<file path="src/rtl/dpram_burst_reader.sv">
// Burst read engine for a single-clock simple dual-port RAM.
// Converts a (start address, length) command into RAM read strobes and
// presents the returned words as a valid/ready stream with a last marker.
// Addresses wrap modulo NUM_MEM so a circular buffer can be drained.
//
// state | meaning
// ------+------------------------------------------------------------
// IDLE  | waiting for start; rejects bad addresses, completes len==0
// RUN   | issuing reads and streaming words until last word accepted
module dpram_burst_reader #(
   parameter int ADDR_WIDTH = 32,
   parameter int DATA_WIDTH = 32,
   parameter int NUM_MEM    = 15,
   parameter int LEN_WIDTH  = 16
) (
   input  logic                  clk,
   input  logic                  rst,
   input  logic                  start,
   input  logic [ADDR_WIDTH-1:0] start_addr,
   input  logic [LEN_WIDTH-1:0]  len,
   input  logic                  abort,
   output logic                  busy,
   output logic                  done,
   output logic                  err,
   output logic [ADDR_WIDTH-1:0] raddr,
   output logic                  rd_en,
   input  logic [DATA_WIDTH-1:0] rdata,
   output logic                  out_valid,
   output logic [DATA_WIDTH-1:0] out_data,
   output logic                  out_last,
   input  logic                  out_ready
);

   typedef enum logic {
      S_IDLE = 1'b0,
      S_RUN  = 1'b1
   } state_t;

   localparam logic [ADDR_WIDTH-1:0] LAST_ADDR = ADDR_WIDTH'(NUM_MEM - 1);
   localparam logic [ADDR_WIDTH-1:0] DEPTH     = ADDR_WIDTH'(NUM_MEM);

   state_t                state_q, state_d;
   logic [ADDR_WIDTH-1:0] addr_q, addr_d;
   logic [LEN_WIDTH-1:0]  rem_q, rem_d;
   logic                  out_valid_q, out_valid_d;
   logic                  out_last_q, out_last_d;
   logic                  done_q, done_d;
   logic                  err_q, err_d;
   logic                  issue;
   logic                  handshake;

   // A read may only be issued when the output slot is free or being freed,
   // so the RAM's held dout is never overwritten under an unaccepted word.
   assign issue     = (state_q == S_RUN) && (rem_q != '0) && !abort &&
                      (!out_valid_q || out_ready);
   assign handshake = out_valid_q && out_ready;

   assign rd_en     = issue;
   assign raddr     = addr_q;
   assign busy      = (state_q == S_RUN);
   assign done      = done_q;
   assign err       = err_q;
   assign out_valid = out_valid_q;
   assign out_last  = out_last_q;
   assign out_data  = rdata;

   // State and datapath registers.
   always_ff @(posedge clk or posedge rst) begin
      if (rst) begin
         state_q     <= S_IDLE;
         addr_q      <= '0;
         rem_q       <= '0;
         out_valid_q <= 1'b0;
         out_last_q  <= 1'b0;
         done_q      <= 1'b0;
         err_q       <= 1'b0;
      end else begin
         state_q     <= state_d;
         addr_q      <= addr_d;
         rem_q       <= rem_d;
         out_valid_q <= out_valid_d;
         out_last_q  <= out_last_d;
         done_q      <= done_d;
         err_q       <= err_d;
      end
   end

   // Next-state logic: command acceptance in IDLE, read issue and stream
   // bookkeeping in RUN.
   always_comb begin
      state_d     = state_q;
      addr_d      = addr_q;
      rem_d       = rem_q;
      out_valid_d = out_valid_q;
      out_last_d  = out_last_q;
      done_d      = 1'b0;
      err_d       = 1'b0;

      unique case (state_q)
         S_IDLE: begin
            if (start) begin
               if (start_addr >= DEPTH) begin
                  err_d = 1'b1;
               end else if (len == '0) begin
                  done_d = 1'b1;
               end else begin
                  addr_d  = start_addr;
                  rem_d   = len;
                  state_d = S_RUN;
               end
            end
         end
         S_RUN: begin
            if (abort) begin
               // A word handshaking in this cycle is delivered; anything
               // still pending is simply dropped.
               out_valid_d = 1'b0;
               out_last_d  = 1'b0;
               rem_d       = '0;
               state_d     = S_IDLE;
            end else begin
               if (issue) begin
                  addr_d      = (addr_q == LAST_ADDR) ? '0 : addr_q + ADDR_WIDTH'(1);
                  rem_d       = rem_q - LEN_WIDTH'(1);
                  out_valid_d = 1'b1;
                  out_last_d  = (rem_q == LEN_WIDTH'(1));
               end else if (handshake) begin
                  out_valid_d = 1'b0;
                  out_last_d  = 1'b0;
               end
               // The last word has no read behind it, so issue cannot
               // coincide with accepting it.
               if (handshake && out_last_q) begin
                  done_d  = 1'b1;
                  state_d = S_IDLE;
               end
            end
         end
         default: state_d = S_IDLE;
      endcase
   end

endmodule

</file>
<file path="config.mk">
export PLATFORM = sky130hd
export DESIGN_NAME = dpram_burst_reader
export DESIGN_NICKNAME = d
export VERILOG_FILES = /design/src/rtl/dpram_burst_reader.sv
export SDC_FILE = /design/constraint.sdc
export NUM_CORES = 1
export LEC_CHECK = 0
export ABC_AREA = 1
export BUFFER_PORTS_ARGS = -buffer_cell sky130_fd_sc_hd__buf_2
export CELL_PAD_IN_SITES_DETAIL_PLACEMENT = 2
export CELL_PAD_IN_SITES_GLOBAL_PLACEMENT = 2
export CORE_UTILIZATION = 25
export DETAILED_ROUTE_END_ITERATION = 10
export PLACE_DENSITY_LB_ADDON = 0.12
export RECOVER_POWER = 25
export SLEW_MARGIN = 20
export SYNTH_ARGS = -nofsm -noshare
export SYNTH_HDL_FRONTEND = slang
export SYNTH_SLANG_ARGS = --single-unit
</file>
<file path="constraint.sdc">
create_clock -name clk -period 2.2 [get_ports clk]
set_clock_uncertainty 0.15 [all_clocks]
set_input_delay 0.22 -clock clk [delete_from_list [all_inputs] [get_ports clk]]
set_output_delay 0.22 -clock clk [all_outputs]
set_load 0.05 [all_outputs]
</file>
==> results of run 1 <==
synthesized netlist by cell type (all sizes together):
library cell	instances	share of area, %
o21ai	13	1.4
nand2	340	28
xnor2	1	0.19
a32o	1	0.22
ha	5	1.4
o22ai	1	0.14
nor2	130	11
o21bai	2	0.33
o31ai	1	0.16
nand4	8	1.1
or2	6	0.82
buf	47	7.1
dfrtp	53	29
xor2	4	0.76
nand3	108	12
inv	57	4.7
nor3	2	0.22
a21oi	5	0.55
clkbuf	7	0.57
kinds of logic after synthesis:
kind of cell / Yosys count / synth area share, %
flops: 53 / 29.0
xor+xnor: 5 / 0.956
fa+ha+maj: 5 / 1.37
simple gates: 594 / 53.6
compound gates: 23 / 2.81
buf+inv: 111 / 12.3
critical path, stage by stage, from the launching register on:
cell	delay, ns
dfrtp_2	0.45
nor2_2	0.14
nand2_1	0.15
nor2_4	0.17
nand3_2	0.10
nand3_4	0.12
inv_1	0.07
buf_2	0.21
routing by layer:
metal / vias up / global-route usage (%) / wire length (µm)
met1: 2659 / 25.1 / 8260
met5: - / 0 / 0
met2: 93 / 40.9 / 10200
li1: 2561 / - / -
met3: 30 / 2.69 / 488
met4: 0 / 7.20 / 463
report_power, final:
group	switching [mW]	leakage [nW]	internal [mW]
Sequential	0.000323	0.718	0.974
Combinational	0.0938	2.08	0.0637
Clock	0.434	0.0641	0.427
registers in the layout, summed over array words and instances (netlist names):
register and flops:
out_valid 1, busy 1, err 1, raddr 32, done 1, out_last 1
rem_q 16
final cells by class:
class	instances	area (µm²)
Clock inverter	1	7.51
Sequential cell	53	1330
Fill cell	2317	12600
Tap cell	229	287
Inverter	57	216
Timing Repair Buffer	111	636
Clock buffer	7	133
Multi-Input combinational cell	627	2730
what timing repair did:
item	CTS	global route
hold buffers	1	0
endpoints found under the hold margin	53	0
buffers inserted	0	0
setup endpoints to repair	4	8
gates resized for setup	2	13
worst min-delay path by stage:
stage                              start        end  slack [ns]  cells past startpoint
after CTS                 start_addr[22]  raddr[22]        0.06                      5
after global placement               rst  rem_q[11]        0.16                      3
final                     start_addr[22]  raddr[22]        0.07                      5
after detailed placement             rst  rem_q[11]        0.16                      3
after floorplan                    start        err        0.22                      2
after global routing               start        err        0.09                      3
==> results.json, run 1 <==
{
  "status": "finished, final reports clean",
  "design_area_um2": 5340,
  "finalSetupViolCount": 0,
  "dr.pass1.iters": 4,
  "irDropWorstVdd_uv": 274,
  "synth.cell_area_um2": 4580,
  "routed_via_density": 4.92,
  "worst_slack_ns": 0.116,
  "final.setup.tns_ns": 0,
  "ys_types": 30,
  "grt_max_degree": 54,
  "htreeDepth": 2,
  "place_ws_ns": -0.0200,
  "nNetsFinal": 945,
  "post_dp_cell_area_um2": 5150,
  "area_delta_synth_final_pct": 16.6,
  "dieArea_um2": 18900,
  "grt_pass1_wl_mm": 31.0,
  "start_kind": "flop",
  "ys_seq_elements": 53,
  "antenna_cells": 0,
  "final_cell_mix": "nand2_1 (335), nor2_1 (121), nand3_1 (105)",
  "hold_slack_ns": 0.0674,
  "drc": 0,
  "cap_violations": 0,
  "cts_buffers": 5,
  "start_util_pct": 25.5,
  "final_cells": 1085,
  "path_class": "flop to primary output",
  "clk_pin_slew_ns": 0.08,
  "core_area_um2": 18000,
  "clockBufferDepth": 2,
  "vias": 5343,
  "hold_class": "input port to flop",
  "power_density_nw_per_um2": 373,
  "rr_startpoint": "raddr[8]",
  "finalCritPeriodShare_pct": 94.7,
  "worstSkewPairLatency_ns": 0.31,
  "hpwlAfterDp_mm": 15.3,
  "synthCells": 791,
  "avgSynthCellArea_um2": 5.79,
  "gp_congestion": 0.878,
  "ys_seq_area_share_pct": 29.0,
  "mostFrequentLayoutCell": "nand2_1",
  "regToRegEndpoint": "raddr[27]",
  "max_slew_margin_pct": 42.2,
  "crit_path_end_kind": "primary output",
  "wl_mm": 19.4,
  "final_layout_size_suffix_gt1_share_pct": 16.9,
  "dpl.cell_count": 1076,
  "ios": 155,
  "antenna_found_initial": 0,
  "clock_sinks": 53,
  "rows": 49,
  "post_drt_wl_per_cell_um": 17.9,
  "hold_viol_final": 0,
  "ff2ff_path_depth": 9,
  "die_height_um": 137,
  "arrival_ns": 1.71,
  "drt_iter0_drc": 163,
  "drv_slew": 0,
  "leakage_nw": 2.86,
  "critPathCapture": "rd_en",
  "fin_util_pct": 29.7,
  "grtUsageTotal_pct": 21.7,
  "fp.dieW_um": 137,
  "gr-total-overflow": 0,
  "io_buffers": 90,
  "synth_warnings": 0,
  "critPathLaunch": "rem_q[10]",
  "reg2reg_setup_slack_ns": 0.15,
  "tritoncts": "built",
  "p_total_mw": 1.99,
  "syn-num-nets": 881,
  "cp.required_ns": 1.83,
  "crit_fanout": 5,
  "first_global_vias": 5808,
  "cts_root_buf": "clkbuf_16",
  "antenna_left": 0,
  "period_needed_ns": 2.08,
  "worst_pin_slew_ns": 0.867,
  "clock.fmax_mhz": 480
}
(Power assumes the default switching activity.)
==> run 2, diff against run 1 <==
--- a/config.mk
+++ b/config.mk
@@ -11,7 +11,7 @@
 export CELL_PAD_IN_SITES_GLOBAL_PLACEMENT = 2
 export CORE_UTILIZATION = 25
 export DETAILED_ROUTE_END_ITERATION = 10
-export PLACE_DENSITY_LB_ADDON = 0.12
+export PLACE_DENSITY_LB_ADDON = 0.1
 export RECOVER_POWER = 25
 export SLEW_MARGIN = 20
 export SYNTH_ARGS = -nofsm -noshare
==> run 2 against run 1 <==
  * Design area is essentially flat
  * Sequential share of layout area shrank 0.088 points
  * Register-to-register slack lost 0.04 ns
  * Critical endpoint unchanged
  * Largest power group unchanged
==> results.json, run 2 (synthesis gave the netlist of run 1 again) <==
{
  "antenna_found_initial": 0,
  "largest_register_ffs": 32,
  "antenna_left": 0,
  "worst_pin_slew_ns": 1.35,
  "leakage_nw": 2.89,
  "fin_util_pct": 29.8,
  "hold_class": "input port to flop",
  "dieArea_um2": 18900,
  "fp.dieW_um": 137,
  "final_cells": 1087,
  "dr.pass1.iters": 4,
  "wl_mm": 19.3,
  "dpl.cell_count": 1078,
  "vias": 5322,
  "grt_max_degree": 54,
  "post_drt_wl_per_cell_um": 17.7,
  "cts_buffers": 5,
  "tritoncts": "built",
  "place_ws_ns": 0.0303,
  "clock_sinks": 53,
  "core_area_um2": 18000,
  "irDropWorstVdd_uv": 262,
  "routed_via_density": 4.90,
  "gp_congestion": 0.867,
  "grtUsageTotal_pct": 21.4,
  "period_needed_ns": 2.10,
  "crit_path_end_kind": "primary output",
  "status": "finished, final reports clean",
  "cts_root_buf": "clkbuf_16",
  "ios": 155,
  "cap_violations": 0,
  "htreeDepth": 2,
  "nNetsFinal": 947,
  "arrival_ns": 1.73,
  "final_cell_mix": "nand2_1 (334), nor2_1 (120), nand3_1 (105)",
  "gr-total-overflow": 0,
  "die_height_um": 137,
  "grt_pass1_wl_mm": 30.5,
  "rows": 49,
  "clock.fmax_mhz": 477,
  "cp.required_ns": 1.83,
  "max_slew_margin_pct": 10.1,
  "path_class": "flop to primary output",
  "worstSkewPairLatency_ns": 0.31,
  "mostFrequentLayoutCell": "nand2_1",
  "hpwlAfterDp_mm": 15.4,
  "post-cts-setup-buffers": 0,
  "drv_slew": 0,
  "final_layout_size_suffix_gt1_share_pct": 17.2,
  "worst_slack_ns": 0.103,
  "start_kind": "flop",
  "io_buffers": 90,
  "start_util_pct": 25.5,
  "area_delta_synth_final_pct": 16.7,
  "antenna_cells": 0,
  "drt_iter0_drc": 115,
  "drc": 0,
  "hold_viol_final": 0,
  "clk_pin_slew_ns": 0.07,
  "crit_fanout": 5,
  "first_global_vias": 5716,
  "finalCritPeriodShare_pct": 95.3,
  "clockBufferDepth": 2,
  "finalSetupViolCount": 0,
  "power_density_nw_per_um2": 378
}
-- run 2: cell count changes in the layout (fill, tap and decap cells not counted), sizes merged --
cell	previous run	this run
buf	109	112
clkbuf	8	7
clkinv	0	1
clkinvlp	1	0
-- run 2: final timing paths --
check                      startpoint        end  slack [ns]  cells past startpoint
setup / recovery            rem_q[10]      rd_en        0.10                      7
hold / removal                  start        err        0.05                      3
setup reg to reg             raddr[1]  raddr[16]        0.11                     10
hold reg to reg              rem_q[1]   rem_q[1]        0.36                      2
max in group asynchronous         rst  raddr[25]        0.32                      4
min in group asynchronous         rst   rem_q[3]        0.78                      4
-- run 2: layout make-up --
type	instances	area, µm²
multi-input combinational	627	2720
clock inverter	1	5.00
timing repair buffer	113	636
sequential	53	1330
fill	2293	12600
tap	229	287
inverter	57	216
clock buffer	7	153
-- run 2: power by group --
group | switching (mW) | total [mW] | leakage [nW] | internal (mW)
sequential | 0.000395 | 0.974 | 0.723 | 0.974
clock | 0.406 | 0.891 | 0.0799 | 0.485
combinational | 0.0911 | 0.154 | 2.08 | 0.0633
total | 0.498 | 2.02 | 2.89 | 1.52
-- run 2: through the flow --
step / hold WS (ns) / setup TNS (ns) / total power [mW] / instance area [µm²]
floorplan: 0.225 / 0 / 1.22 / 4580
global route: 0.0586 / -0.0130 / 2.10 / 5350
global placement: 0.161 / 0 / 1.15 / 5160
CTS: 0.0474 / 0 / 2.06 / 5330
finish: 0.0520 / 0 / 2.02 / 5350
detailed placement: 0.164 / 0 / 1.16 / 5160
-- run 2: timing repair --
action,CTS,global route
endpoints found under the hold margin,53,0
endpoints found under the setup margin,1,11
hold buffers,1,0
pin swaps,0,0
gates cloned,0,0
gates resized for setup,1,12
-- run 2: worst max-delay path: stages (launching register included) --
cell	delay, ns
dfrtp_1	0.45
nor2_2	0.20
nand2_2	0.11
nor2_4	0.15
nand3_2	0.10
nand3_4	0.12
inv_1	0.08
buf_2	0.21
-- run 2: per-layer routing --
metal	up-vias	share of wire [%]	GRT usage, %
met5	-	0	0
li1	2560	-	-
met2	94	53	40.4
met1	2633	43	25.3
met3	35	2.6	2.58
met4	0	1.7	5.49
